$ cat src/rtl/approx_div16by8_seq.sv
// approx_div16by8_seq
//   Sequential unsigned 16/8 restoring divider producing an 8-bit quotient
//   and a zero-extended remainder. APPROX_BITS low quotient iterations are
//   skipped (those quotient bits read 0), shortening latency to 8-APPROX_BITS
//   cycles. Divide-by-zero and quotient overflow finish in the cycle right
//   after the operands are accepted.
// Ports:
//   clk, rst         clock, synchronous active-high reset
//   in_valid/ready   operand handshake (dividend[15:0], divisor[7:0])
//   out_valid/ready  result handshake (q[7:0], r[15:0], div_by_zero, ovf)
module approx_div16by8_seq #(
    parameter int unsigned APPROX_BITS = 0
) (
    input  logic        clk,
    input  logic        rst,
    input  logic        in_valid,
    output logic        in_ready,
    input  logic [15:0] dividend,
    input  logic [7:0]  divisor,
    output logic        out_valid,
    input  logic        out_ready,
    output logic [7:0]  q,
    output logic [15:0] r,
    output logic        div_by_zero,
    output logic        ovf
);

    // Index of the final quotient bit that is actually computed.
    localparam logic [2:0]  LAST_IDX = 3'(APPROX_BITS);
    // Dividend bits below the computed quotient pass straight into r.
    localparam logic [15:0] LOW_MASK = 16'((32'd1 << APPROX_BITS) - 32'd1);

    typedef enum logic [1:0] {IDLE, CALC, DONE} state_t;

    state_t      state_q, state_d;
    logic [15:0] dvd_q, dvd_d;
    logic [7:0]  dvs_q, dvs_d;
    // Partial remainder: always < divisor after a step, so 8 bits hold it.
    logic [7:0]  p_q, p_d;
    logic [2:0]  i_q, i_d;
    logic [7:0]  q_q, q_d;
    logic [15:0] r_q, r_d;
    logic        dz_q, dz_d;
    logic        ovf_q, ovf_d;
    logic        in_ready_q, in_ready_d;
    logic        out_valid_q, out_valid_d;

    logic [8:0]  t;
    logic        take;

    always_comb begin
        state_d     = state_q;
        dvd_d       = dvd_q;
        dvs_d       = dvs_q;
        p_d         = p_q;
        i_d         = i_q;
        q_d         = q_q;
        r_d         = r_q;
        dz_d        = dz_q;
        ovf_d       = ovf_q;
        in_ready_d  = in_ready_q;
        out_valid_d = out_valid_q;

        t    = {p_q, dvd_q[i_q]};
        take = (t >= {1'b0, dvs_q});

        case (state_q)
            IDLE: begin
                if (in_valid && in_ready_q) begin
                    dvd_d      = dividend;
                    dvs_d      = divisor;
                    in_ready_d = 1'b0;
                    if (divisor == 8'd0) begin
                        dz_d        = 1'b1;
                        ovf_d       = 1'b0;
                        q_d         = 8'hFF;
                        r_d         = dividend;
                        out_valid_d = 1'b1;
                        state_d     = DONE;
                    end else if (dividend[15:8] >= divisor) begin
                        // Quotient would need a 9th bit.
                        dz_d        = 1'b0;
                        ovf_d       = 1'b1;
                        q_d         = 8'hFF;
                        r_d         = dividend;
                        out_valid_d = 1'b1;
                        state_d     = DONE;
                    end else begin
                        dz_d    = 1'b0;
                        ovf_d   = 1'b0;
                        p_d     = dividend[15:8];
                        q_d     = 8'h00;
                        i_d     = 3'd7;
                        state_d = CALC;
                    end
                end
            end
            CALC: begin
                // t < divisor <= 255 when not taken, so t[8] is 0 there.
                p_d = take ? 8'(t - {1'b0, dvs_q}) : t[7:0];
                if (take) q_d[i_q] = 1'b1;
                i_d = i_q - 3'd1;
                if (i_q == LAST_IDX) begin
                    r_d         = ({8'h00, p_d} << APPROX_BITS) | (dvd_q & LOW_MASK);
                    out_valid_d = 1'b1;
                    state_d     = DONE;
                end
            end
            DONE: begin
                if (out_ready) begin
                    out_valid_d = 1'b0;
                    in_ready_d  = 1'b1;
                    state_d     = IDLE;
                end
            end
            default: begin
                out_valid_d = 1'b0;
                in_ready_d  = 1'b1;
                state_d     = IDLE;
            end
        endcase
    end

    always_ff @(posedge clk) begin
        if (rst) begin
            state_q     <= IDLE;
            dvd_q       <= 16'h0000;
            dvs_q       <= 8'h00;
            p_q         <= 8'h00;
            i_q         <= 3'd0;
            q_q         <= 8'h00;
            r_q         <= 16'h0000;
            dz_q        <= 1'b0;
            ovf_q       <= 1'b0;
            in_ready_q  <= 1'b1;
            out_valid_q <= 1'b0;
        end else begin
            state_q     <= state_d;
            dvd_q       <= dvd_d;
            dvs_q       <= dvs_d;
            p_q         <= p_d;
            i_q         <= i_d;
            q_q         <= q_d;
            r_q         <= r_d;
            dz_q        <= dz_d;
            ovf_q       <= ovf_d;
            in_ready_q  <= in_ready_d;
            out_valid_q <= out_valid_d;
        end
    end

    assign in_ready    = in_ready_q;
    assign out_valid   = out_valid_q;
    assign q           = q_q;
    assign r           = r_q;
    assign div_by_zero = dz_q;
    assign ovf         = ovf_q;

endmodule

$ cat config.mk
export PLATFORM = sky130hd
export DESIGN_NAME = approx_div16by8_seq
export DESIGN_NICKNAME = d
export VERILOG_FILES = /design/src/rtl/approx_div16by8_seq.sv
export SDC_FILE = /design/constraint.sdc
export NUM_CORES = 1
export LEC_CHECK = 0
export CAP_MARGIN = 20
export CORE_UTILIZATION = 57
export DETAILED_ROUTE_END_ITERATION = 10
export HOLD_SLACK_MARGIN = 0.15
export PLACE_DENSITY = 0.92
export SETUP_SLACK_MARGIN = 0.15
export SLEW_MARGIN = 20
export SYNTH_ARGS = -nofsm -noshare
export SYNTH_HDL_FRONTEND = slang
export SYNTH_SLANG_ARGS = --single-unit
$ cat constraint.sdc
create_clock -name clk -period 4.6 [get_ports clk]
set_clock_uncertainty 0.15 [all_clocks]
set_input_delay 0.46 -clock clk [delete_from_list [all_inputs] [get_ports clk]]
set_output_delay 0.46 -clock clk [all_outputs]
set_load 0.005 [all_outputs]
**Yosys cells after proc, flatten, opt, wreduce, memory -nomap -nowiden**

Cells that the tools add are included.

- Input port bits: 28
- Register bits: 57
- Logic and storage cells: 83
- Output and inout bits: 28

- Bitwise logic cells: 2
- Add/subtract/negate cells: 2
- Multiplexer cells: 41
- Magnitude comparators: 5
- Equality and inequality tests: 9
- Reduce and logical (&&, ||, !) cells: 13

Operators by type and width:

| kind | count |
|---|---|
| $mux 16 | 4 |
| $mux 8 | 8 |
| $pmux 16 s2 | 1 |
| $pmux 8 s2 | 2 |
| $mux 1 | 12 |
| $ne 2x2->1 const B | 6 |
| $reduce_and 4->1 | 3 |
| $mux 2 | 5 |
| $ge 9x8->1 | 1 |
| $mux 3 | 3 |
| $reduce_and 3->1 | 3 |
| $ge 8x8->1 | 1 |
| $logic_not 8->1 | 1 |
| $or 8x8->8 | 1 |
| $sub 8x8->8 | 1 |
| $pmux 1 s3 | 2 |
| $pmux 2 s3 | 1 |
| $pmux 3 s2 | 1 |
| $lt 3x5->1 const B | 1 |
| $lt 3x4->1 const B | 1 |
| $bmux 1 s3 | 1 |
| $demux 1 s3 | 1 |
| $ge 3x1->1 const B | 1 |
| $logic_not 3->1 | 1 |
| other kinds (9) | 10 |

**Longest topological paths before layout**

Gate-level depths: netlist of the first run.

- Word-level depth: 7
- Mapped depth: 11
- Gate-level depth less buffers: 10

**Worst setup path before layout of the first run**

No wires, ideal clock.

- Kind: reg-to-reg
- From: register i_q[0]
- To: register p_q[4]
- Data arrival time: 2.838 ns
- Data required time: 4.362 ns
- Cell stages (with the launch flop): 12
- Period minus slack after synthesis: 3.076 ns
- Setup time: 0.088 ns
- Path slack: 1.524 ns
- Path buffers: 2
- Path through: dfxtp_1 -> clkbuf_1 -> mux4_2 -> mux2i_1 -> ha_1 -> nand2b_1 -> a21oi_1 -> o31ai_1 -> a21o_1 -> buf_4 -> mux2_2 -> a311oi_2

- Cells in the longest elaborated chain, start to end: 5
- Elaborated cells between the ends (all ways): 6
- Those cells by class: add/sub: 1; order compare: 1; mux: 4

RTL lines:

| element | RTL line | source |
|---|---|---|
| from (decl) | 40 | `logic [2:0] i_q, i_d;` |
| from (signal assigned) | 142 | `i_q <= i_d;` |
| $bmux 1 s3 (*) | 64 | `t = {p_q, dvd_q[i_q]};` |
| $mux 1 (not written as such) (*) | 64 |  |
| $sub 8x8->8 or $ge 9x8->1 (tied branches) | 100, 65 |  |
| $mux 8 (*) | 100 | `p_d = take ? 8'(t - {1'b0, dvs_q}) : t[7:0];` |
| $pmux 8 s2 (*) | 67 | `case (state_q)` |
| to (signal assigned) | 141 | `p_q <= p_d;` |
| to (decl) | 39 | `logic [7:0] p_q, p_d;` |

Mark *: on every way between the ends. The rest lies on a longest branch, timed or not. The select of a mux whose other input is x is not followed.
A chain may end at the register's enable or synchronous reset.

**Worst setup path in the final report of the first run**

- From: register i_q[0]
- To: register q_q[5], in the netlist q[5]

- Cells in the longest elaborated chain, start to end: 7
- Elaborated cells between the ends (all ways): 13
- Those cells by class: order compare: 3; eq/ne: 1; mux: 6; bitwise: 1; reduce/logical: 2

RTL lines:

| element | RTL line | source |
|---|---|---|
| parallel branches: the longest is 7 deep, another holds $ge 9x8->1 | - |  |
| to (signal assigned) | 143 | `q_q <= q_d;` |
| to (decl) | 41 | `logic [7:0] q_q, q_d;` |

Several ways; the timed one is not identified. The select of a mux whose other input is x is not followed.

==> impl_metrics.py, run 1 <==
metrics = {
    "worst_setup_path": {
        "critical-path-slowest-cell": "sky130_fd_sc_hd__mux4_2",
        "cp_num_buf_inv": 0,
        "timing.critical_path.required_ns": 4.69,
        "timing_worst_setup_path_type": "reg2reg",
        "cp_cell_sequence": "mux4_2 -> mux2i_1 -> ha_1 -> nand2b_1 -> a21oi_1 -> o31ai_1 -> a21o_1 -> o21ai_1 -> o221a_2",
        "critical_path_arrival_ns": 3.58,
        "worst_stage_delay_on_the_critical_path_ns": 0.54,
        "cp-start-kind": "flip-flop",
        "critical_path_peak_fanout": 9,
        "crit_family": "compound AO/OA/AOI/OAI gates",
        "critPathCaptureType": "flip-flop",
    },
    "timing": {
        "max_slew_margin_pct": 37.0,
        "max_freq_mhz": 287,
        "setup_total_negative_slack_ns": 0,
        "share_of_the_clock_period_used_by_the_worst_path_after_layout_pct": 75.7,
        "worst-slew-pin-transition_ns": 0.945,
        "period_needed_ns": 3.48,
        "maxSlewViolCount": 0,
        "final_report_hold_violation_count": 0,
        "rsz0062_at_grt": "false",
        "setup_viol": 0,
    },
    "floorplan": {
        "initial_utilization_pct": 60.9,
        "placement_rows": 26,
        "chipWidth_um": 76.8,
        "placeableCoreArea_sq_um": 5240,
        "io_pins": 56,
        "dieArea_sq_um": 5900,
        "dieHeight_um": 76.8,
    },
    "global_route": {
        "grt_pass1_wl_um": 14400,
        "grt_max_degree": 53,
        "antenna_found_initial": 0,
        "gr-usage-all-layers_pct": 31.3,
        "vias_in_the_first_global_route": 3009,
        "remaining_overflow_grt": 0,
    },
    "cts": {
        "cts-resized-gates": 0,
        "cts-root-buf": "sky130_fd_sc_hd__clkbuf_8",
        "clock_tree.htree_level_count": 3,
        "clkTransAtPathRegs_ns": 0.07,
        "cts.sinks": 57,
        "clockBufferDepth": 2,
        "cts_inserted_buffers": 9,
        "post-cts-setup-buffer-count": 0,
        "postCtsHoldBufs": 0,
        "cts_tree": "built",
        "worst_skew_pair.late_latency_ns": 0.35,
    },
    "synthesis": {
        "ys.flop_type": "sky130_fd_sc_hd__dfxtp_1",
        "synth-edff-count": 0,
        "netlist_instances": 387,
        "synth.cell_area_sq_um": 3190,
        "synthDominantCellAreaShare_pct": 35.8,
        "synth-seq-area-share_pct": 35.8,
        "synth-seq-cells": 57,
        "synth.top_cells.by_area": "sky130_fd_sc_hd__dfxtp_1, sky130_fd_sc_hd__ha_1, sky130_fd_sc_hd__nand2_1, sky130_fd_sc_hd__a21oi_1, sky130_fd_sc_hd__nor2_1",
        "synth_warnings": 0,
        "synth_top_cell_by_area": "sky130_fd_sc_hd__dfxtp_1",
        "synth-async-reset-ratio_pct": 0,
        "yosys.cell_types.count": 54,
        "synth_nets": 435,
        "syn_area_per_cell_sq_um": 8.24,
    },
    "power": {
        "seq_power_share_pct": 37.3,
        "worst_ir_drop_vdd_mv": 0.244,
        "internal_power_w": 0.00106,
        "power.share.switching_pct": 34.5,
        "power_after_layout_w": 0.00162,
        "part_of_the_total_power_dissipated_in_combinational_logic_pct": 33.3,
        "switching_power_w": 0.000559,
        "leakage_nw": 1.60,
        "powerDensity_nw_per_um2": 414,
        "clock_power_share_pct": 29.3,
    },
    "finish": {
        "post-route-util_pct": 74.6,
        "n_fill_cell": 369,
        "layout.nets": 480,
        "antenna_cells_inserted": 0,
        "finish.cell_count_without_fillers": 507,
        "total_area_of_multi_input_combinational_cells_sq_um": 1840,
        "final-seq-area_sq_um": 1140,
        "area_growth_pct": 22.5,
        "drive_above_1_share_pct": 7.32,
        "final_area_sq_um": 3910,
    },
    "worst_hold_path": {
        "timing.hold.worst.class": "reg2reg",
    },
    "detailed_routing": {
        "vias_per_cell": 6.24,
        "drt.antenna.violating_nets": 0,
        "wirelength_um": 8810,
        "detailroute.via_count": 3162,
        "post-route-drc-count": 0,
        "firstDrtPassIters": 5,
        "drt-wirelength-per-cell_um": 17.4,
        "initialDrtViolationCount": 302,
    },
    "placement": {
        "buffers_on_ports": 55,
        "dp_cells": 491,
        "finalWeightedCongestion": 0.916,
        "detailed_place_hpwl_um": 6090,
        "detailed_place.area_sq_um": 3710,
    },
    "run": {
        "drv_cap": 0,
    },
    "outcome": {
        "status": "completed",
    },
}
cells in the mapped netlist, types with 6 or more instances:
| master | n |
|---|---|
| sky130_fd_sc_hd__a21oi_1 | 39 |
| sky130_fd_sc_hd__nand3_1 | 14 |
| sky130_fd_sc_hd__nor2_1 | 36 |
| sky130_fd_sc_hd__mux2i_1 | 8 |
| sky130_fd_sc_hd__a211oi_1 | 10 |
| sky130_fd_sc_hd__inv_1 | 22 |
| sky130_fd_sc_hd__nand2_1 | 60 |
| sky130_fd_sc_hd__clkbuf_1 | 14 |
| sky130_fd_sc_hd__and2_1 | 6 |
| sky130_fd_sc_hd__a311oi_1 | 7 |
| sky130_fd_sc_hd__ha_1 | 19 |
| sky130_fd_sc_hd__o211a_1 | 8 |
| sky130_fd_sc_hd__dfxtp_1 | 57 |
| sky130_fd_sc_hd__a21o_1 | 6 |
layout by cell type, fill, tap and decap left out, types with 3 or more instances in the layout:
master                             n
sky130_fd_sc_hd__a211oi_1         10
sky130_fd_sc_hd__a21o_1            6
sky130_fd_sc_hd__a21oi_1          39
sky130_fd_sc_hd__a311o_1           5
sky130_fd_sc_hd__a311oi_1          7
sky130_fd_sc_hd__a31o_2            3
sky130_fd_sc_hd__and2_1            6
sky130_fd_sc_hd__clkbuf_8         10
sky130_fd_sc_hd__clkdlybuf4s50_1  54
sky130_fd_sc_hd__dfxtp_1          57
sky130_fd_sc_hd__ha_1             19
sky130_fd_sc_hd__inv_1            22
sky130_fd_sc_hd__mux2i_1           8
sky130_fd_sc_hd__nand2_1          60
sky130_fd_sc_hd__nand2b_1          5
sky130_fd_sc_hd__nand3_1          14
sky130_fd_sc_hd__nor2_1           36
sky130_fd_sc_hd__nor2b_1           5
sky130_fd_sc_hd__nor3_1            5
sky130_fd_sc_hd__nor4_1            3
sky130_fd_sc_hd__o211a_1           8
sky130_fd_sc_hd__o21ai_0           5
sky130_fd_sc_hd__o31ai_1           5
flip-flops by register name (all words and copies together), names as in the netlist:
| register | flops |
|---|---|
| dvd_q | 8 |
| dvs_q | 8 |
| state_q | 2 |
| p_q | 8 |
| div_by_zero | 1 |
| r | 16 |
| out_valid | 1 |
| ovf | 1 |
| i_q | 3 |
| q | 8 |
| in_ready | 1 |
stage by stage:
| step | worst slack [ns] | hold slack, ns |
|---|---|---|
| floorplan | 1.52 | 0.283 |
| global placement | 1.26 | 0.292 |
| detailed placement | 1.14 | 0.297 |
| CTS | 1.13 | 0.305 |
| global route | 0.951 | 0.328 |
| finish | 1.12 | 0.308 |
metal layers:
metal / track usage, % / part of all wire (%) / wire (um) / up-vias
met5: 0 / 0 / 0 / -
met4: 17.9 / 3.6 / 314 / 0
met3: 6.67 / 6.7 / 594 / 26
met2: 50.4 / 47 / 4180 / 159
met1: 38.7 / 42 / 3720 / 1504
li1: - / - / - / 1473
worst reg2reg max path, delay by kind of cell (launching register included):
| kind | cells | cell delay, ns |
|---|---|---|
| muxes | 2 | 0.86 |
| and+or+nand+nor | 1 | 0.16 |
| adders and majority gates | 1 | 0.20 |
| DFF | 1 | 0.52 |
| AOI/OAI and AO/OA | 5 | 1.49 |
path summary, 6_finish.rpt:
path,from,endpoint,slack (ns),cells after the start
hold / removal,r[8],r[8],0.31,2
hold reg to reg,r[8],r[8],0.31,2
setup / recovery,i_q[0],q[5],1.12,9
setup reg to reg,i_q[0],q[5],1.12,9
cell type report:
cell class	count	area share (%)
well taps	70	2.24
clock inverters	5	1.41
multi-input cells	285	47.1
clock buffers	11	3.62
repair buffers	57	14.3
flip-flops and latches	57	29.2
inverters	22	2.11
power groups by stage:
stage               Clock [W]  Sequential, W  Combinational [W]
detailed placement          0       0.000612           0.000523
global placement            0       0.000609           0.000511
finish               0.000475       0.000604           0.000539
global route         0.000495       0.000609           0.000590
CTS                  0.000473       0.000602           0.000531
floorplan                   0       0.000595           0.000385
cells by family after synthesis:
logic type / count (synthesis) / share of synthesized area (%)
AND/OR/NAND/NOR: 147 / 21.0
AO/OA/AOI/OAI: 107 / 24.3
flip-flops: 57 / 35.8
buffers and inverters: 45 / 6.55
adder cells (fa/ha/maj): 20 / 8.08
multiplexers: 11 / 4.28
Note: power is estimated with default switching activity, not from simulation.
==> run 2: changes to the inputs <==
- CORE_UTILIZATION: 57 -> 48
- PLACE_DENSITY: 0.92 -> 0.84
- clock period: 4.6 -> 2.9 ns (I/O delays scaled with it)
==> impl_metrics.py, run 2 (synthesis results as in run 1) <==
metrics = {
    "timing": {
        "final_report_hold_violation_count": 0,
        "rsz0062_at_grt": "true",
        "finalWorstSetupSlack_ns": -0.0794,
        "max_freq_mhz": 336,
        "setup_viol": 15,
        "max_slew_margin_pct": 52.4,
        "worst-slew-pin-transition_ns": 0.714,
        "period_needed_ns": 2.98,
        "share_of_the_clock_period_used_by_the_worst_path_after_layout_pct": 103,
        "maxSlewViolCount": 0,
    },
    "global_route": {
        "remaining_overflow_grt": 0,
        "grt_max_degree": 38,
        "grt_pass1_wl_um": 15200,
        "antenna_found_initial": 0,
        "vias_in_the_first_global_route": 3040,
        "gr-usage-all-layers_pct": 27.8,
    },
    "detailed_routing": {
        "post-route-drc-count": 0,
        "drt.antenna.violating_nets": 0,
        "wirelength_um": 9880,
        "vias_per_cell": 6.16,
        "detailroute.via_count": 3352,
        "initialDrtViolationCount": 453,
        "firstDrtPassIters": 5,
        "drt-wirelength-per-cell_um": 18.2,
    },
    "finish": {
        "layout.cells.most_common": "sky130_fd_sc_hd__nand2_1",
        "layout.nets": 510,
        "antenna_cells_inserted": 0,
        "n_fill_cell": 479,
        "area_growth_pct": 35.6,
        "largest_reg_flops": 16,
        "total_area_of_multi_input_combinational_cells_sq_um": 1990,
        "most-common-layout-cells": "sky130_fd_sc_hd__nand2_1, sky130_fd_sc_hd__dfxtp_1, sky130_fd_sc_hd__clkdlybuf4s50_1, sky130_fd_sc_hd__a21oi_1, sky130_fd_sc_hd__nor2_1",
        "final_area_sq_um": 4320,
        "final-seq-area_sq_um": 1140,
        "drive_above_1_share_pct": 17.3,
    },
    "floorplan": {
        "dieArea_sq_um": 6970,
        "chipWidth_um": 83.5,
        "initial_utilization_pct": 49.9,
        "io_pins": 56,
        "dieHeight_um": 83.5,
        "placement_rows": 29,
        "placeableCoreArea_sq_um": 6390,
    },
    "worst_setup_path": {
        "crit-reg2reg-capture": "p_q[3]",
        "critical_path_arrival_ns": 3.03,
        "timing_worst_setup_path_type": "reg2reg",
        "reg2reg_depth": 11,
        "cp-start-kind": "flip-flop",
        "timing.critical_path.required_ns": 2.95,
        "worstReg2RegStart": "i_q[0]",
        "critPathCaptureType": "flip-flop",
        "critical_path_peak_fanout": 5,
        "reg2reg_slack_ns": -0.08,
    },
    "worst_hold_path": {
        "endpoint_of_the_worst_hold_path": "r[8]",
        "timing.hold.worst.class": "reg2reg",
        "min_delay_path_depth": 2,
        "hold_start": "r[8]",
    },
    "placement": {
        "pre_cts_ws_ns": -0.135,
        "finalWeightedCongestion": 0.886,
        "detailed_place_hpwl_um": 6610,
        "buffers_on_ports": 55,
        "detailed_place.area_sq_um": 3920,
    },
    "outcome": {
        "status": "complete, but fails checks",
        "violations_in_the_final_reports": "negative setup slack",
    },
    "cts": {
        "cts_inserted_buffers": 9,
        "postCtsHoldBufs": 0,
        "worst_skew_pair.late_latency_ns": 0.35,
        "clkTransAtPathRegs_ns": 0.07,
        "cts_tree": "built",
        "cts.sinks": 57,
        "clockBufferDepth": 2,
        "clock_tree.htree_level_count": 3,
        "cts-root-buf": "sky130_fd_sc_hd__clkbuf_8",
    },
    "power": {
        "powerDensity_nw_per_um2": 672,
        "worst_ir_drop_vdd_mv": 0.445,
        "power_after_layout_w": 0.00291,
        "leakage_nw": 1.76,
    },
    "run": {
        "drv_cap": 0,
    },
}
run 2: worst max path at each step:
stage,startpoint,endpoint,slack [ns],cells past startpoint
3_5_place_dp,i_q[0],p_q[6],-0.13,11
2_1_floorplan,i_q[0],p_q[4],0.11,11
4_1_cts,i_q[0],p_q[3],0.03,11
3_3_place_gp,i_q[0],p_q[6],-0.001,11
6_report,i_q[0],p_q[3],-0.08,11
5_1_grt,i_q[0],p_q[1],-0.14,11
run 2: cell type report:
cell class	count	share of cell area (%)
Tap cell	77	2.23
Inverter	22	1.91
Timing Repair Buffer	87	18.8
Multi-Input combinational cell	285	46.0
Sequential cell	57	26.5
Clock inverter	5	1.27
Clock buffer	11	3.27
run 2: metrics by stage:
| step | cells | hold slack [ns] | setup TNS, ns | utilization [%] |
|---|---|---|---|---|
| 4_1_cts | 540 | 0.307 | 0 | 66.6 |
| 2_1_floorplan | 387 | 0.276 | 0 | - |
| 5_1_grt | 544 | 0.324 | -2.12 | 67.7 |
| 3_3_place_gp | 520 | 0.292 | -0.00143 | 61.4 |
| 3_5_place_dp | 520 | 0.299 | -0.625 | 61.4 |
| 6_report | 544 | 0.305 | -0.529 | 67.7 |
run 2: repair_timing:
item,CTS,global route
pin swaps,10,8
gates resized for setup,20,8
setup endpoints to repair,24,24
buffers inserted,4,4
run 2: report_power, final:
group | total, W | leakage [nW] | switching [W] | internal (W)
clock network | 0.000763 | 0.0953 | 0.000346 | 0.000417
logic | 0.00119 | 1.20 | 0.000600 | 0.000589
registers | 0.000954 | 0.468 | 0.0000792 | 0.000874
run 2: per-layer routing:
metal | vias up | GRT usage, % | part of all wire [%]
met1 | 1590 | 34.8 | 40
met5 | - | 0 | 0
met2 | 183 | 46.4 | 48
met3 | 43 | 4.65 | 7.2
met4 | 0 | 13.9 | 3.9
li1 | 1536 | - | -
run 2: worst max-delay path: stages, from the launching register on:
cell                       delay, ns
sky130_fd_sc_hd__dfxtp_4        0.37
sky130_fd_sc_hd__mux4_2         0.51
sky130_fd_sc_hd__mux2i_2        0.21
sky130_fd_sc_hd__buf_4          0.16
sky130_fd_sc_hd__ha_4           0.12
sky130_fd_sc_hd__nand2b_4       0.14
sky130_fd_sc_hd__a21oi_4        0.07
sky130_fd_sc_hd__o31ai_4        0.25
sky130_fd_sc_hd__a21o_1         0.24
sky130_fd_sc_hd__buf_6          0.19
sky130_fd_sc_hd__mux2i_4        0.28
sky130_fd_sc_hd__a311oi_2       0.13
==> run 3: changes to the inputs <==
- SLEW_MARGIN: 20 -> default
==> results of run 3 <==
The final DEF is identical to that of run 2; final timing and power are the same.
